`src/rtl/seq_scan_ctrl.sv`:
```
// Word-to-serial scan controller: shifts each accepted word out MSB-first, detects a
// programmable 1..PAT_MAX bit pattern on the fly and returns a per-word match count.
module seq_scan_ctrl #(
  parameter int WORD_W  = 16,
  parameter int PAT_MAX = 8,
  parameter int CNT_W   = 5
) (
  input  logic               clk,
  input  logic               rst_n,
  input  logic [PAT_MAX-1:0] cfg_pattern,
  input  logic [3:0]         cfg_len,
  input  logic               cfg_overlap,
  input  logic               in_valid,
  output logic               in_ready,
  input  logic [WORD_W-1:0]  in_data,
  output logic               ser_bit,
  output logic               ser_valid,
  output logic               det,
  output logic               res_valid,
  input  logic               res_ready,
  output logic [CNT_W-1:0]   res_count,
  output logic               res_err
);

  localparam int FILL_W = $clog2(PAT_MAX + 1);
  localparam int BIT_W  = $clog2(WORD_W);

  typedef enum logic [1:0] {IDLE, SHIFT, DONE} state_t;

  state_t             state_q, state_d;
  logic [WORD_W-1:0]  shreg;
  // Only PAT_MAX-1 past bits are kept: with the incoming bit they form the full window.
  logic [PAT_MAX-2:0] hist;
  logic [FILL_W-1:0]  fill;
  logic [BIT_W-1:0]   bitcnt;
  logic [CNT_W-1:0]   matchcnt;
  logic [PAT_MAX-1:0] pat_q;
  logic [3:0]         len_q;
  logic               ovl_q;
  logic               det_q;
  logic               err_q;

  logic [PAT_MAX-1:0] hist_next;
  logic [PAT_MAX-1:0] mask;
  logic [FILL_W-1:0]  fill_inc;
  logic               match;
  logic               len_bad;
  logic               last_bit;

  assign len_bad   = (cfg_len == 4'd0) || (int'(cfg_len) > PAT_MAX);
  assign last_bit  = (bitcnt == BIT_W'(WORD_W - 1));
  assign hist_next = {hist, shreg[WORD_W-1]};
  assign fill_inc  = (fill == FILL_W'(PAT_MAX)) ? fill : fill + FILL_W'(1);

  always_comb begin
    mask = '0;
    for (int k = 0; k < PAT_MAX; k++) begin
      mask[k] = (k < int'(len_q));
    end
  end

  assign match = (state_q == SHIFT) && (int'(fill_inc) >= int'(len_q)) &&
                 (((hist_next ^ pat_q) & mask) == '0);

  always_ff @(posedge clk or negedge rst_n) begin
    if (!rst_n) state_q <= IDLE;
    else        state_q <= state_d;
  end

  always_comb begin
    state_d   = state_q;
    in_ready  = 1'b0;
    ser_valid = 1'b0;
    res_valid = 1'b0;
    case (state_q)
      IDLE: begin
        in_ready = rst_n;
        if (in_valid && rst_n) state_d = len_bad ? DONE : SHIFT;
      end
      SHIFT: begin
        ser_valid = 1'b1;
        if (last_bit) state_d = DONE;
      end
      DONE: begin
        res_valid = 1'b1;
        if (res_ready) state_d = IDLE;
      end
      default: state_d = IDLE;
    endcase
  end

  always_ff @(posedge clk or negedge rst_n) begin
    if (!rst_n) begin
      shreg    <= '0;
      hist     <= '0;
      fill     <= '0;
      bitcnt   <= '0;
      matchcnt <= '0;
      pat_q    <= '0;
      len_q    <= '0;
      ovl_q    <= 1'b0;
      det_q    <= 1'b0;
      err_q    <= 1'b0;
    end else begin
      det_q <= match;
      case (state_q)
        IDLE: begin
          if (in_valid) begin
            shreg    <= in_data;
            pat_q    <= cfg_pattern;
            len_q    <= cfg_len;
            ovl_q    <= cfg_overlap;
            hist     <= '0;
            fill     <= '0;
            bitcnt   <= '0;
            matchcnt <= '0;
            err_q    <= len_bad;
          end
        end
        SHIFT: begin
          shreg  <= {shreg[WORD_W-2:0], 1'b0};
          hist   <= hist_next[PAT_MAX-2:0];
          bitcnt <= bitcnt + BIT_W'(1);
          if (match) begin
            if (matchcnt != '1) matchcnt <= matchcnt + CNT_W'(1);
            fill <= ovl_q ? fill_inc : '0;
          end else begin
            fill <= fill_inc;
          end
        end
        default: ;
      endcase
    end
  end

  assign ser_bit   = ser_valid & shreg[WORD_W-1];
  assign det       = det_q;
  assign res_count = res_valid ? matchcnt : '0;
  assign res_err   = res_valid & err_q;

endmodule

```
`config.mk`:
```
export PLATFORM = sky130hd
export DESIGN_NAME = seq_scan_ctrl
export DESIGN_NICKNAME = d
export VERILOG_FILES = /design/src/rtl/seq_scan_ctrl.sv
export SDC_FILE = /design/constraint.sdc
export NUM_CORES = 1
export LEC_CHECK = 0
export CORE_UTILIZATION = 45
export CTS_CLUSTER_SIZE = 25
export DETAILED_ROUTE_END_ITERATION = 7
export MAX_ROUTING_LAYER = met4
export PLACE_DENSITY = 0.8
export SLEW_MARGIN = 40
export SYNTH_ARGS = -nofsm -noshare
export SYNTH_HDL_FRONTEND = slang
export SYNTH_SLANG_ARGS = --single-unit
```
`constraint.sdc`:
```
create_clock -name clk -period 2.04 [get_ports clk]
set_input_delay 0.306 -clock clk [delete_from_list [all_inputs] [get_ports clk]]
set_output_delay 0.306 -clock clk [all_outputs]
set_load 0.02 [all_outputs]
```
==> results.sh <==
export IMPL_fin_skew_ps=6.21
export IMPL_crit_type="register to register"
export IMPL_ys_ff_latch=53
export IMPL_ys_seq_area_share_pct=51.6
export IMPL_route_detailed_drc=0
export IMPL_critPathMaxFanout=3
export IMPL_syn_nets=325
export IMPL_ir_drop_uv=627
export IMPL_final_cells=413
export IMPL_cts_root_buffer="clkbuf_8"
export IMPL_grt_max_degree=54
export IMPL_grt_pass1_wl_mm=9.70
export IMPL_power_density_nw_per_um2=1360
export IMPL_status="complete, but fails checks"
export IMPL_ys_warn_count=0
export IMPL_path_clk_slew_ps=90
export IMPL_fp_coreArea_sq_um=5510
export IMPL_layout_drive_gt1_share_pct=13.8
export IMPL_ant_nets=0
export IMPL_stdcell_area_sq_um=3340
export IMPL_drt_iter0_drc=145
export IMPL_final_setup_worst_slack_ps=-281
export IMPL_dp_slack_ps=-233
export IMPL_cts_htree_levels=2
export IMPL_layout_commonest_cell="nand2_1"
export IMPL_crit_slowest_cell="dfrtp_1"
export IMPL_slew_headroom_pct=57.7
export IMPL_port_buffers=43
export IMPL_p_int_mw=2.73
export IMPL_rsz0062_at_grt="yes"
export IMPL_grt_antenna_before_repair=0
export IMPL_switchingPower_mw=1.81
export IMPL_cap_violations=0
export IMPL_num_antenna_cells=0
export IMPL_synthTopCellsByArea="dfrtp_1 52%, nand2_1 10%, nor2_1 5.1%, ha_1 4.4%, o21ai_0 3.1%"
export IMPL_layout_common_cells="69 x nand2_1, 53 x dfrtp_1, 33 x nor2_1, 33 x clkdlybuf4s50_1, 18 x buf_4"
export IMPL_hold_path_class="input pin to asynchronous set/reset pin"
export IMPL_violations="negative setup slack"
export IMPL_die_area_sq_um=6010
export IMPL_viasPerCell=5.23
export IMPL_place_inst=403
export IMPL_overflow=0
export IMPL_synth_cell_types=36
export IMPL_dp_hpwl_mm=4.03
export IMPL_syn_avg_cell_area_sq_um=9.08
export IMPL_nNetsFinal=382
export IMPL_start_util_pct=46.6
export IMPL_place_gp_congestion=0.839
export IMPL_crit_buf_inv=1
export IMPL_yosysTopAreaCellShare_pct=51.6
export IMPL_placement_rows=27
export IMPL_fin_util_pct=60.7
export IMPL_cts_sinks=53
export IMPL_clkPwrFrac_pct=12.5
export IMPL_fp_dieH_um=77.6
export IMPL_p_comb_share_pct=47.6
export IMPL_fp_dieW_um=77.6
export IMPL_yosys_area_top_type="dfrtp_1"
export IMPL_path_delay_family="simple AND/OR/NAND/NOR gates"
export IMPL_cts_inserted_buffers=5
export IMPL_ios=44
export IMPL_synth_edf_count=0
export IMPL_syn_area_sq_um=2570
export IMPL_finalWirelength_mm=5.50
export IMPL_cts_tree="done"
export IMPL_grt_pass1_vias=2179
export IMPL_final_fill_count=470
export IMPL_post_route_min_period_ps=2320
export IMPL_ys_async_sr_fraction_pct=100
export IMPL_finalSetupViolCount=9
export IMPL_cts_buffer_depth=2
export IMPL_tightest_slew_ps=634
export IMPL_fin_crit_sh_pct=114
export IMPL_seq_power_share_pct=39.9
export IMPL_syn_inst=283
export IMPL_routed_via_count=2161
export IMPL_first_pass_iters=4
export IMPL_reg2reg_slack_ps=-280
export IMPL_arrival_ps=2520
export IMPL_max_freq_mhz=431
export IMPL_clock_latency_ps=310
export IMPL_wl_per_cell_um=13.3
export IMPL_holdWs_ps=184
export IMPL_drv_slew=0
export IMPL_crit_required_ps=2230
export IMPL_path_cells="inv_2 > ha_4 > nand2_4 > nor2_4 > xnor2_2 > ha_1 > nand2b_4 > a2111o_1 > nand4_1 > nor3b_2 > mux2i_1"
export IMPL_hold_viol=0
export IMPL_grt_use_total_pct=21.1
export IMPL_cp_slowest_stage_delay_ps=420
export IMPL_ys_flop_type="dfrtp_1"
export IMPL_startpoint_type="register"
export IMPL_placed_area_sq_um=3210
export IMPL_area_growth_pct=30.2
export IMPL_critical_path_endpoint_type="register"
export IMPL_leakagePower_nw=1.58
export IMPL_p_sw_share_pct=39.9
==> timing repair <==
action	CTS	global route
gates resized for setup	10	9
endpoints found under the setup margin	17	11
pin swaps	3	2
hold buffers	0	0
buffers inserted	1	1
==> cells by family after synthesis <==
| logic type | share of synthesized area, % |
|---|---|
| simple gates | 22.5 |
| flops | 51.6 |
| compound gates | 12.4 |
| buf+inv | 3.07 |
| xor+xnor | 3.75 |
| fa+ha+maj | 4.38 |
| mux | 2.34 |
==> through the flow <==
step | total power, mW | TNS [ps]
detailed placement | 3.88 | -1850
CTS | 4.47 | -2020
global placement | 3.79 | -1150
global route | 4.92 | -3490
floorplan | 3.12 | -725
finish | 4.54 | -2220
==> power by group through the flow <==
stage	Clock, mW	Sequential [mW]	Combinational (mW)
after floorplan	0	1.76	1.35
after CTS	0.588	1.80	2.08
after global placement	0	1.79	1.99
after detailed placement	0	1.82	2.06
final	0.568	1.81	2.16
after global routing	0.632	1.87	2.42
==> path summary, 6_finish.rpt <==
check / cells after the start / startpoint / endpoint
worst max register to register: 11 / fill[0] / matchcnt[2]
worst min register to register: 2 / ovl_q / ovl_q
worst max-delay path: 11 / fill[0] / matchcnt[2]
worst min-delay path: 2 / rst_n / ovl_q
max in group asynchronous: 2 / rst_n / shreg[6]
min in group clk: 2 / ovl_q / ovl_q
==> sequential cells by signal, indices dropped and copies added, names as in the netlist <==
register / flops
shreg: 16
pat_q: 8
hist: 7
matchcnt: 5
bitcnt: 4
fill: 4
len_q: 4
state_q: 2
det: 1
err_q: 1
ovl_q: 1
==> final cells by class <==
class	instances	area (sq um)	area share [%]
clock buffer	6	72.6	2.17
tap	72	90.1	2.69
multi-input combinational	209	1240	37.0
inverter	9	33.8	1.01
sequential	53	1330	39.7
clock inverter	2	10.0	0.299
timing repair buffer	62	573	17.1
==> cell usage after synthesis (2+ instances only) <==
cell type	count
xor2_1	7
nand2_1	71
a22oi_1	2
a31oi_1	5
nor2_1	35
xnor2_1	4
clkbuf_1	9
a32o_1	3
and2_1	9
o21ai_0	16
mux2i_1	6
nor3_1	5
nand4_1	2
dfrtp_1	53
o22ai_1	11
nand3_1	5
buf_1	3
inv_1	9
nand2b_1	2
a21oi_1	2
ha_1	9
==> metal layers <==
metal	GRT usage (%)	vias up	wire length, um
li1	-	1067	-
met1	25.7	1052	2400
met2	35.8	36	2860
met3	4.24	6	183
met4	5.09	0	51
met5	-	-	0
Power figures use the tool's default switching activity.
